===== src/rtl/fifo_pkg.sv =====
// Shared definitions for the asynchronous FIFO (read and write controllers).
// Holds the default geometry plus the pointer/occupancy and entry types at that geometry.
package fifo_pkg;

    // Default address width: depth is 2**FIFO_BIT_SIZE entries.
    localparam int unsigned FIFO_BIT_SIZE   = 10;
    // Default width of one FIFO entry.
    localparam int unsigned FIFO_DATA_WIDTH = 8;

    // Pointers and occupancy carry one extra bit; the MSB is the wrap bit.
    typedef logic [FIFO_BIT_SIZE:0]     ptr_t;
    typedef logic [FIFO_DATA_WIDTH-1:0] entry_t;

endpackage


===== src/rtl/fifo_read_if.sv =====
// Read-side bundle of the asynchronous FIFO.
// slave  : the read controller (consumes read_enable/wptr/mem_rdata, drives the rest).
// master : the consumer/RAM/sync environment around the read controller.
interface fifo_read_if import fifo_pkg::*; #(
    parameter int unsigned BIT_SIZE   = FIFO_BIT_SIZE,
    parameter int unsigned DATA_WIDTH = FIFO_DATA_WIDTH
) ();

    logic                  read_enable;   // pop request
    logic [BIT_SIZE:0]     wptr;          // write pointer, synchronized into rclk
    logic [DATA_WIDTH-1:0] mem_rdata;     // RAM data, one cycle after ren
    logic [BIT_SIZE-1:0]   raddr;         // RAM read address
    logic                  ren;           // RAM read enable (accepted pop)
    logic [BIT_SIZE:0]     rptr;          // read pointer for the write side
    logic                  empty;         // registered empty flag
    logic [BIT_SIZE:0]     fifo_occu_out; // registered read-domain occupancy
    logic [DATA_WIDTH-1:0] dout;          // output data, stable between pops
    logic                  dout_valid;    // pulse: new data on dout
    logic                  underflow;     // pulse: pop requested while empty

    modport slave (
        input  read_enable, wptr, mem_rdata,
        output raddr, ren, rptr, empty, fifo_occu_out, dout, dout_valid, underflow
    );

    modport master (
        output read_enable, wptr, mem_rdata,
        input  raddr, ren, rptr, empty, fifo_occu_out, dout, dout_valid, underflow
    );

endinterface


===== src/rtl/fifo_read.sv =====
// Read-side controller of the asynchronous FIFO, entirely in the rclk domain.
// Owns the read pointer, drives the RAM read port, and produces the empty flag,
// occupancy, underflow pulse and a valid-qualified, held data output.
// Ports:
//   rclk  - read clock
//   reset - synchronous active-high reset
//   bus   - fifo_read_if.slave (read_enable, wptr, mem_rdata in; raddr, ren, rptr,
//           empty, fifo_occu_out, dout, dout_valid, underflow out)
module fifo_read import fifo_pkg::*; #(
    parameter int unsigned BIT_SIZE   = FIFO_BIT_SIZE,
    parameter int unsigned DATA_WIDTH = FIFO_DATA_WIDTH
) (
    input logic       rclk,
    input logic       reset,
    fifo_read_if.slave bus
);

    logic [BIT_SIZE:0]     rptr_q, rptr_d;
    logic [BIT_SIZE:0]     occu_q, occu_d;
    logic [DATA_WIDTH-1:0] hold_q, hold_d;
    logic                  empty_q, empty_d;
    logic                  dout_valid_q, dout_valid_d;
    logic                  underflow_q, underflow_d;

    logic empty_fifo;
    logic pop;

    // Compare full width so a wrapped-but-equal address is not mistaken for empty.
    assign empty_fifo = (rptr_q == bus.wptr);
    // Reset gates the RAM read so nothing is launched during reset.
    assign pop = bus.read_enable && !empty_fifo && !reset;

    always_comb begin
        rptr_d       = rptr_q;
        hold_d       = hold_q;
        occu_d       = bus.wptr - rptr_q;
        empty_d      = empty_fifo;
        dout_valid_d = pop;
        underflow_d  = bus.read_enable && empty_fifo;
        if (pop) begin
            // Natural modulo wrap toggles the MSB.
            rptr_d = rptr_q + {{BIT_SIZE{1'b0}}, 1'b1};
        end
        if (dout_valid_q) begin
            hold_d = bus.mem_rdata;
        end
    end

    always_ff @(posedge rclk) begin
        if (reset) begin
            rptr_q       <= '0;
            occu_q       <= '0;
            hold_q       <= '0;
            empty_q      <= 1'b1;
            dout_valid_q <= 1'b0;
            underflow_q  <= 1'b0;
        end else begin
            rptr_q       <= rptr_d;
            occu_q       <= occu_d;
            hold_q       <= hold_d;
            empty_q      <= empty_d;
            dout_valid_q <= dout_valid_d;
            underflow_q  <= underflow_d;
        end
    end

    assign bus.ren           = pop;
    assign bus.raddr         = rptr_q[BIT_SIZE-1:0];
    assign bus.rptr          = rptr_q;
    assign bus.empty         = empty_q;
    assign bus.fifo_occu_out = occu_q;
    assign bus.dout_valid    = dout_valid_q;
    assign bus.underflow     = underflow_q;
    // RAM data passes straight through in its valid cycle, otherwise the last captured word.
    assign bus.dout          = dout_valid_q ? bus.mem_rdata : hold_q;

endmodule


===== src/flat_wrapper.sv =====
// flat-port wrapper written by rule: the top's interface ports become plain ports
module fifo_read_flat import fifo_pkg::*;
#(
    parameter int unsigned BIT_SIZE   = FIFO_BIT_SIZE,
    parameter int unsigned DATA_WIDTH = FIFO_DATA_WIDTH
)
  (rclk, reset, bus_read_enable, bus_wptr, bus_mem_rdata, bus_raddr, bus_ren, bus_rptr, bus_empty, bus_fifo_occu_out, bus_dout, bus_dout_valid, bus_underflow);
  fifo_read_if #(.BIT_SIZE(BIT_SIZE), .DATA_WIDTH(DATA_WIDTH)) bus_i ();
  input logic rclk;
  input logic reset;
  input wire logic [$bits(bus_i.read_enable)-1:0] bus_read_enable;
  input wire logic [$bits(bus_i.wptr)-1:0] bus_wptr;
  input wire logic [$bits(bus_i.mem_rdata)-1:0] bus_mem_rdata;
  output wire logic [$bits(bus_i.raddr)-1:0] bus_raddr;
  output wire logic [$bits(bus_i.ren)-1:0] bus_ren;
  output wire logic [$bits(bus_i.rptr)-1:0] bus_rptr;
  output wire logic [$bits(bus_i.empty)-1:0] bus_empty;
  output wire logic [$bits(bus_i.fifo_occu_out)-1:0] bus_fifo_occu_out;
  output wire logic [$bits(bus_i.dout)-1:0] bus_dout;
  output wire logic [$bits(bus_i.dout_valid)-1:0] bus_dout_valid;
  output wire logic [$bits(bus_i.underflow)-1:0] bus_underflow;
  assign bus_i.read_enable = bus_read_enable;
  assign bus_i.wptr = bus_wptr;
  assign bus_i.mem_rdata = bus_mem_rdata;
  assign bus_raddr = bus_i.raddr;
  assign bus_ren = bus_i.ren;
  assign bus_rptr = bus_i.rptr;
  assign bus_empty = bus_i.empty;
  assign bus_fifo_occu_out = bus_i.fifo_occu_out;
  assign bus_dout = bus_i.dout;
  assign bus_dout_valid = bus_i.dout_valid;
  assign bus_underflow = bus_i.underflow;
  fifo_read #(.BIT_SIZE(BIT_SIZE), .DATA_WIDTH(DATA_WIDTH)) u_core (.rclk(rclk), .reset(reset), .bus(bus_i));
endmodule

===== config.mk =====
export PLATFORM = sky130hd
export DESIGN_NAME = fifo_read_flat
export DESIGN_NICKNAME = d
export VERILOG_FILES = /design/src/rtl/fifo_pkg.sv /design/src/rtl/fifo_read_if.sv /design/src/rtl/fifo_read.sv /design/src/flat_wrapper.sv
export SDC_FILE = /design/constraint.sdc
export NUM_CORES = 1
export LEC_CHECK = 0
export BUFFER_PORTS_ARGS = -buffer_cell sky130_fd_sc_hd__buf_2
export CORE_MARGIN = 8
export CORE_UTILIZATION = 35
export DETAILED_ROUTE_END_ITERATION = 8
export PLACE_DENSITY = 0.71
export SLEW_MARGIN = 20
export SYNTH_ARGS = -nofsm -noshare
export SYNTH_HDL_FRONTEND = slang
export SYNTH_SLANG_ARGS = --single-unit

===== constraint.sdc =====
create_clock -name rclk -period 4.9 [get_ports rclk]
set_input_delay 0.245 -clock rclk [delete_from_list [all_inputs] [get_ports rclk]]
set_output_delay 0.245 -clock rclk [all_outputs]
set_load 0.01 [all_outputs]

==> impl_metrics.tcl, run 1 <==
set metrics [dict create \
    gr-usage-all-layers_pct 12.2 \
    initial_core_util_pct 36.6 \
    p_clk_share_pct 39.9 \
    cap_violations 0 \
    synth_fa_ha_area_share_pct 8.99 \
    criticalPathCategory "reg -> out" \
    outcome "complete, no violations" \
    rows 25 \
    min-delay-start "bus_mem_rdata[1]" \
    ys_warn_count 0 \
    grt_pass1_wl_um 7110 \
    drive_gt1_share_pct 33.6 \
    design_power_total_w 0.000655 \
    period_share_pct 54.7 \
    endpoint_kind "output pin" \
    cp_cell_sequence "inv_1, ha_1, nand4_2, or4_4, nand2_1, nor2_1, buf_2" \
    critPathSlowestCell "or4_4" \
    synth_edf_count 0 \
    die_height_um 86.8 \
    synth_compound_area_share_pct 8.42 \
    critPathLaunch "u_core.bus.rptr[5]" \
    power.internal_w 0.000497 \
    grt-ovfl-total 0 \
    cp.required_ns 4.66 \
    cts-root-buf "clkbuf_8" \
    fin_nets 286 \
    clock-sinks 33 \
    seq_area_frac_synth_pct 37.7 \
    dieArea_sq_um 7530 \
    setup_tns_ns 0 \
    dr.pass1.iters 4 \
    synthDistinctLibCells 34 \
    drc_errors 0 \
    tightest_slew_ns 0.595 \
    antenna_found_initial 0 \
    dieWidth_um 86.8 \
    yosysTopAreaCellShare_pct 37.7 \
    coreArea_sq_um 4790 \
    cts_setup_buffers 0 \
    crit_arrival_ns 2.44 \
    wl_per_cell_um 13.7 \
    clkTransAtPathRegs_ns 0.07 \
    place.gp.congestion 0.870 \
    synth-xor-area-share_pct 7.99 \
    synth.area.top_cells "dfxtp_1, ha_1, nor2_1" \
    p_seq_share_pct 44.2 \
    cts_buffers 5 \
    start_kind "flip-flop" \
    hold_class "in -> reg" \
    diodes 0 \
    dp_cells 312 \
    rsz0062_at_grt "false" \
    relSlewSlack_pct 60.3 \
    instances_no_fill 320 \
    via_per_inst 4.74 \
    power_switching_share_pct 24.2 \
    ys.flop_type "dfxtp_1" \
    synth_area_per_cell_sq_um 8.85 \
    hpwl_um 3380 \
    synth_top_family_by_area "simple AND/OR/NAND/NOR gates" \
    wirelength_um 4380 \
    synth-simple-area-share_pct 22.1 \
    syn_nets 232 \
    setup_viol 0 \
    finalClockSkew_ns 0.00751 \
    synth-async-reset-ratio_pct 0 \
    cts.hold.buffers_added 0 \
    ant_nets 0 \
    fmax_mhz 373 \
    cp_top_family "simple AND/OR/NAND/NOR gates" \
    synthCells 198 \
    htreeDepth 2 \
    portBuffers 65 \
    reg2reg_from "u_core.bus.rptr[5]" \
    power.switching_w 0.000158 \
    insertion_delay_ns 0.29 \
    synthMuxAreaShare_pct 5.78 \
    path_max_fanout 11 \
    ir_drop_mv 0.110 \
    cts_resized 0 \
    num_vias 1516 \
    io_pins 66 \
    cts_tree "done" \
    hold_viol_final 0 \
    pwr-share-comb_pct 15.9 \
    cts_buffer_depth 2 \
    pwr_density_cell_nw_per_um2 303 \
    synth_top_area_cell "dfxtp_1" \
    grt_max_degree 36 \
    p_leak_nw 1.04 \
    syn_area_sq_um 1750 \
    syn_to_final_growth_pct 23.5 \
    maxSlewViolCount 0 \
    critical_path.max_stage_delay_ns 0.64 \
    drt_iter0_markers 86 \
    cp_num_buf_inv 2 \
    min_period_ns 2.68 \
    grt_pass1_vias 1524 \
    synth_seq_cells 33 \
]
-- cell usage in the layout (no fill, tap or decap) --
cell type / instances
dfxtp_1: 33
buf_2: 65
nand3_1: 9
a21oi_1: 7
ha_1: 11
xnor2_1: 10
nor2_1: 28
o21a_1: 4
nand2_1: 6
and3_1: 5
a221oi_1: 2
mux2_2: 9
inv_1: 12
xor2_1: 6
fa_1: 1
nand4_2: 1
bufinv_16: 1
nand2b_1: 1
nor2b_1: 10
clkbuf_1: 1
or2b_1: 1
and2_1: 1
a21o_1: 2
o21ai_0: 5
and4b_1: 1
or4_4: 1
or3_1: 1
a31o_2: 1
clkbuf_8: 6
nor3_1: 3
and3_2: 1
nand4_1: 6
o31a_1: 1
a211oi_1: 1
-- area by class of cell --
cell class              instances  area [sq um]
inverters                      12          45.0
clock buffers                   7          86.3
flip-flops and latches         33           661
well taps                      67          83.8
clock inverters                 1          30.0
fillers                       507          2620
repair buffers                 65           325
multi-input cells             135           933
-- power groups by stage --
stage	registers, W	clock network [W]	logic, W
after detailed placement	0.000296	0	0.000105
after CTS	0.000290	0.000272	0.000106
after global routing	0.000292	0.000285	0.000118
final	0.000290	0.000261	0.000104
after floorplan	0.000300	0	0.0000643
after global placement	0.000295	0	0.000105
-- metal layers --
layer / vias up / wire, um / track usage (%)
met5: - / 0 / 0
met4: 0 / 70 / 5.16
met3: 8 / 470 / 5.86
met2: 67 / 1870 / 18.8
met1: 681 / 1960 / 14.0
li1: 760 / - / -
-- state kept, by name, summed over array words and instances, names as in the netlist --
name	cells
u_core.bus.rptr	11
u_core.hold_q	8
u_core.bus.empty	1
u_core.bus.dout_valid	1
u_core.bus.fifo_occu_out	11
u_core.bus.underflow	1
-- final timing paths --
| path | end | slack, ns | depth (start not counted) |
|---|---|---|---|
| max reg2reg | u_core.bus.rptr[0] | 2.63 | 7 |
| min reg2reg | u_core.bus.rptr[10] | 0.56 | 2 |
| max | bus_ren | 2.22 | 7 |
| min | u_core.hold_q[1] | 0.31 | 3 |
-- cells by family after synthesis --
group | count (synthesis)
buf+inv | 30
simple gates | 75
mux | 9
fa+ha+maj | 12
flops | 33
compound gates | 23
xor+xnor | 16
-- Yosys cell counts (2+ instances only) --
library cell / count
a21oi_1: 7
nor2_1: 28
nand2_1: 6
nand3_1: 9
a221oi_1: 2
o21ai_0: 5
clkbuf_1: 6
a21o_1: 2
nor3_1: 3
dfxtp_1: 33
mux2_2: 9
o21a_1: 4
xor2_1: 6
ha_1: 11
and3_1: 5
nor2b_1: 10
nand4_1: 6
inv_1: 12
buf_4: 10
xnor2_1: 10
-- through the flow --
stage / worst slack [ns] / utilization (%) / instance area [sq um] / hold slack, ns
2_1_floorplan: 2.81 / - / 1750 / 0.511
6_report: 2.22 / 45.2 / 2160 / 0.309
3_3_place_gp: 2.58 / 42.8 / 2050 / 0.538
5_1_grt: 2.08 / 45.2 / 2160 / 0.317
3_5_place_dp: 2.55 / 42.8 / 2050 / 0.551
4_1_cts: 2.22 / 45.2 / 2160 / 0.299
-- tightest hold or removal path, cell delays in order --
cell     delay, ns
buf_2         0.07
mux2_2        0.13
nor2b_1       0.11
(Power assumes the default switching activity.)
==> inputs of run 2 (changes only) <==
- ABC_AREA: unset -> 1
- PLACE_DENSITY: 0.71 -> 0.72
- clock period: 4.9 -> 2.4 ns (I/O delays scaled with it)
==> run 2 against run 1 <==
Effect of this change: synthesized cell count rose by 61%; via count up 38%; highest routed layer unchanged; first-iteration DRC count down 4.7%; synthesized area grew 19%; largest cell class unchanged; design area rose by 15%; setup slack got worse by 2.0 ns; non-clock buffer count unchanged.
==> impl_metrics.tcl, run 2 <==
set metrics [dict create \
    synth_edf_count 0 \
    cts_setup_buffers 0 \
    rsz0062_at_grt "false" \
    final_cell_mix "nand2_1, buf_2, nor2_1, inv_1, dfxtp_1" \
    via_per_inst 4.62 \
    synthDistinctLibCells 25 \
    die_height_um 93.1 \
    outcome "complete, no violations" \
    min-delay-start "bus_mem_rdata[2]" \
    design_power_total_w 0.00127 \
    seq_area_frac_synth_pct 31.8 \
    portBuffers 65 \
    syn_to_final_growth_pct 20.1 \
    drive_gt1_share_pct 25.1 \
    fin_nets 411 \
    layout_commonest_cell "nand2_1" \
    cts_tree "done" \
    setup_tns_ns 0 \
    dp_slack_ns 0.566 \
    reg2reg_depth 9 \
    synth_area_per_cell_sq_um 6.52 \
    relSlewSlack_pct 67.0 \
    reg2reg_from "u_core.bus.rptr[5]" \
    htreeDepth 2 \
    fill_cells 629 \
    grt_pass1_vias 2087 \
    finalClockSkew_ns 0.0147 \
    grt_pass1_wl_um 9340 \
    clkTransAtPathRegs_ns 0.08 \
    wl_per_cell_um 12.0 \
    insertion_delay_ns 0.29 \
    synth.most_common_cell "nand2_1" \
    min_period_ns 2.13 \
    syn_nets 353 \
    ir_drop_mv 0.234 \
    dieArea_sq_um 8660 \
    seqCellArea_sq_um 661 \
    antenna_found_initial 0 \
    cts_buffers 5 \
    cts-root-buf "clkbuf_8" \
    gr-usage-all-layers_pct 13.3 \
    reg2reg_slack_ns 0.56 \
    cap_violations 0 \
    io_pins 66 \
    place.gp.congestion 0.974 \
    dp_cells 445 \
    ant_nets 0 \
    hold_viol_final 0 \
    cts_resized 0 \
    setup_viol 0 \
    ys.flop_type "dfxtp_1" \
    syn_area_sq_um 2080 \
    grt_max_degree 21 \
    synth_seq_cells 33 \
    hold_class "in -> reg" \
    pwr_density_cell_nw_per_um2 507 \
    diodes 0 \
    setup_slack_ns 0.266 \
    tightest_slew_ns 0.495 \
    crit_arrival_ns 2.01 \
    cts_buffer_depth 2 \
    multiInputGateArea_sq_um 1170 \
    cts.hold.buffers_added 0 \
    path_max_fanout 6 \
    cp.required_ns 2.28 \
    drt_iter0_markers 82 \
    r2r_end "u_core.bus.rptr[10]" \
    endpoint_kind "output pin" \
    dr.pass1.iters 4 \
    maxSlewViolCount 0 \
    criticalPathCategory "reg -> out" \
    drc_errors 0 \
    p_leak_nw 1.33 \
    num_vias 2095 \
    design_area_sq_um 2500 \
    period_share_pct 88.9 \
    yosysTopAreaCellShare_pct 31.8 \
    synthCells 319 \
    whs_path_depth 3 \
    start_kind "flip-flop" \
    fmax_mhz 469 \
    dpl_cell_area_sq_um 2400 \
    instances_no_fill 453 \
    ys_warn_count 0 \
    initial_core_util_pct 35.8 \
    hpwl_um 4440 \
    wirelength_um 5440 \
    dieWidth_um 93.1 \
    grt-ovfl-total 0 \
    min_to "u_core.hold_q[2]" \
    synth_top_area_cell "dfxtp_1" \
    synth.area.top_cells "dfxtp_1, nand2_1, ha_1" \
    coreArea_sq_um 5820 \
    synth_commonest_cells "nand2_1, nor2_1, inv_1, dfxtp_1, nand3_1" \
    clock-sinks 33 \
    rows 28 \
    synth-async-reset-ratio_pct 0 \
]
[run 2: cell count changes in the layout (fill, tap and decap cells not counted), sizes merged, moves of 4 or more]
cell	change
nor2	+14
nand3	+13
nor2b	-10
and3	-6
inv	+28
nand2	+112
xnor2	-10
mux2	-9
a21oi	+16
o21a	-4
[run 2: cell families after synthesis]
group	after synthesis	share of synthesized area (%)
compound gates	26	6.98
fa+ha+maj	12	7.58
xor+xnor	3	1.26
simple gates	191	40.3
buf+inv	54	12.2
flops	33	31.8
[run 2: how the worst max path moves through the flow]
stage / cells after the start / slack (ns) / to / start
after CTS: 8 / 0.26 / bus_ren / u_core.bus.rptr[5]
after detailed placement: 10 / 0.57 / u_core.bus.fifo_occu_out[6] / u_core.bus.rptr[0]
after floorplan: 9 / 0.74 / u_core.bus.fifo_occu_out[6] / u_core.bus.rptr[0]
after global routing: 8 / 0.09 / bus_ren / u_core.bus.rptr[5]
after global placement: 8 / 0.60 / bus_ren / u_core.bus.rptr[2]
final: 8 / 0.27 / bus_ren / u_core.bus.rptr[5]
[run 2: power by group]
part / total, W / switching [W] / internal, W
registers: 0.000585 / 0.0000118 / 0.000573
logic: 0.000224 / 0.000138 / 0.0000857
clock network: 0.000457 / 0.000198 / 0.000259
[run 2: cell type report]
class | count | area share [%]
Timing Repair Buffer | 65 | 13.0
Inverter | 40 | 6.01
Sequential cell | 33 | 26.5
Clock buffer | 7 | 3.86
Clock inverter | 1 | 0.200
Tap cell | 75 | 3.76
Multi-Input combinational cell | 232 | 46.7
[run 2: metal layers]
layer | track usage (%) | wire, um | vias to the layer above
met1 | 15.2 | 2450 | 918
met5 | 0 | 0 | -
met2 | 21.5 | 2370 | 69
met4 | 6.31 | 134 | 0
met3 | 4.89 | 481 | 10
li1 | - | - | 1098
[run 2: critical path, cell delays in order, from the launching register on]
cell,delay (ns)
dfxtp_1,0.44
inv_1,0.13
ha_1,0.42
nand2_4,0.10
inv_1,0.13
nand2_1,0.08
nor2_2,0.18
nor2_2,0.09
buf_2,0.15
[run 2: metrics by stage]
step,utilization [%],hold slack [ns]
6_report,42.9,0.116
2_1_floorplan,-,0.281
3_5_place_dp,41.2,0.409
5_1_grt,42.9,0.118
4_1_cts,42.9,0.102
3_3_place_gp,41.2,0.399
==> inputs of run 3 (changes only) <==
- RECOVER_POWER: unset -> 100
==> run 3 against run 2 <==
Effect of this change: routed wire length rose by 1.4%; highest routed layer unchanged; critical endpoint unchanged; setup slack got worse by 0.031 ns; largest power group unchanged; sequential cell count did not move; via count fell by 0.29%.
==> impl_metrics.tcl, run 3 (synthesis results as in run 2) <==
set metrics [dict create \
    path_max_fanout 6 \
    htreeDepth 2 \
    io_pins 66 \
    cp_cell_sequence "inv_1, ha_1, nand2_4, inv_1, nand2_1, nor2_2, nor2_2, clkbuf_1" \
    endpoint_kind "output pin" \
    fin_nets 411 \
    min_period_ns 2.16 \
    num_vias 2089 \
    rows 28 \
    dpl_cell_area_sq_um 2400 \
    ir_drop_mv 0.237 \
    cts_buffer_depth 2 \
    via_per_inst 4.61 \
    grt_pass1_vias 2087 \
    clkTransAtPathRegs_ns 0.08 \
    dr.pass1.iters 4 \
    place.gp.congestion 0.974 \
    portBuffers 65 \
    period_share_pct 90.2 \
    diodes 0 \
    hold_class "in -> reg" \
    clock-sinks 33 \
    layout_commonest_cell "nand2_1" \
    antenna_found_initial 0 \
    critPathSlowestCell "dfxtp_1" \
    initial_core_util_pct 35.8 \
    setup_tns_ns 0 \
    pwr_density_cell_nw_per_um2 521 \
    instances_no_fill 453 \
    dieWidth_um 93.1 \
    drc_errors 0 \
    cp_num_buf_inv 3 \
    tightest_slew_ns 0.481 \
    rsz0062_at_grt "false" \
    final_cell_mix "nand2_1, clkbuf_1, nor2_1, inv_1, dfxtp_1" \
    setup_viol 0 \
    dp_cells 445 \
    cp.required_ns 2.28 \
    finalClockSkew_ns 0.0144 \
    grt_pass1_wl_um 9340 \
    cts_buffers 5 \
    fill_cells 657 \
    ant_nets 0 \
    design_area_sq_um 2410 \
    grt_max_degree 21 \
    cap_violations 0 \
    syn_to_final_growth_pct 15.8 \
    die_height_um 93.1 \
    cts.hold.buffers_added 0 \
    drive_gt1_share_pct 11.6 \
    cts_tree "done" \
    wirelength_um 5520 \
    cp_top_family "simple AND/OR/NAND/NOR gates" \
    crit_arrival_ns 2.04 \
    cts_setup_buffers 0 \
    maxSlewViolCount 0 \
    critical_path.max_stage_delay_ns 0.45 \
    fmax_mhz 462 \
    start_kind "flip-flop" \
    hold_viol_final 0 \
    grt-ovfl-total 0 \
    wl_per_cell_um 12.2 \
    cts-root-buf "clkbuf_8" \
    relSlewSlack_pct 67.9 \
    coreArea_sq_um 5820 \
    outcome "complete, no violations" \
    insertion_delay_ns 0.29 \
    dieArea_sq_um 8660 \
    hpwl_um 4440 \
    p_leak_nw 1.13 \
    cts_resized 0 \
    gr-usage-all-layers_pct 13.3 \
    criticalPathCategory "reg -> out" \
    drt_iter0_markers 92 \
]
## run 3: layout make-up
cell class / count / area [sq um] / area share (%)
multi-input combinational: 232 / 1130 / 47.0
tap: 75 / 93.8 / 3.90
timing repair buffer: 65 / 270 / 11.2
clock buffer: 7 / 96.3 / 4.00
sequential: 33 / 661 / 27.4
clock inverter: 1 / 5.00 / 0.208
inverter: 40 / 150 / 6.24
## run 3: path summary, 6_finish.rpt
path	endpoint	from	slack, ns	cells after the start
max	bus_ren	u_core.bus.rptr[5]	0.24	8
min	u_core.hold_q[2]	bus_mem_rdata[2]	0.12	3
max reg2reg	u_core.bus.rptr[1]	u_core.bus.rptr[2]	0.32	10
min reg2reg	u_core.hold_q[0]	u_core.hold_q[0]	0.47	2
## run 3: report_power, final
group	switching [W]	total [W]	leakage [nW]	internal [W]
Sequential	0.0000125	0.000586	0.271	0.000573
Clock	0.000197	0.000456	0.0542	0.000259
Combinational	0.000137	0.000212	0.809	0.0000752
## run 3: metrics by stage
stage | util [%] | power, W | hold slack (ns) | setup WS [ns]
3_5_place_dp | 41.2 | 0.000824 | 0.409 | 0.566
2_1_floorplan | - | 0.000746 | 0.281 | 0.745
4_1_cts | 42.9 | 0.00129 | 0.102 | 0.255
6_report | 41.4 | 0.00125 | 0.117 | 0.236
3_3_place_gp | 41.2 | 0.000821 | 0.399 | 0.598
5_1_grt | 41.4 | 0.00133 | 0.118 | 0.0721
## run 3: metal layers
layer / share of wire [%] / up-vias / global-route usage, %
met5: 0 / - / 0
met3: 9.2 / 10 / 4.89
met4: 2.4 / 0 / 6.31
met1: 45 / 918 / 15.2
met2: 43 / 63 / 21.5
li1: - / 1098 / -
## run 3: tightest hold or removal path, stage by stage
cell and delay, ns:
buf_2 0.09, nand2_1 0.07, a21oi_1 0.06
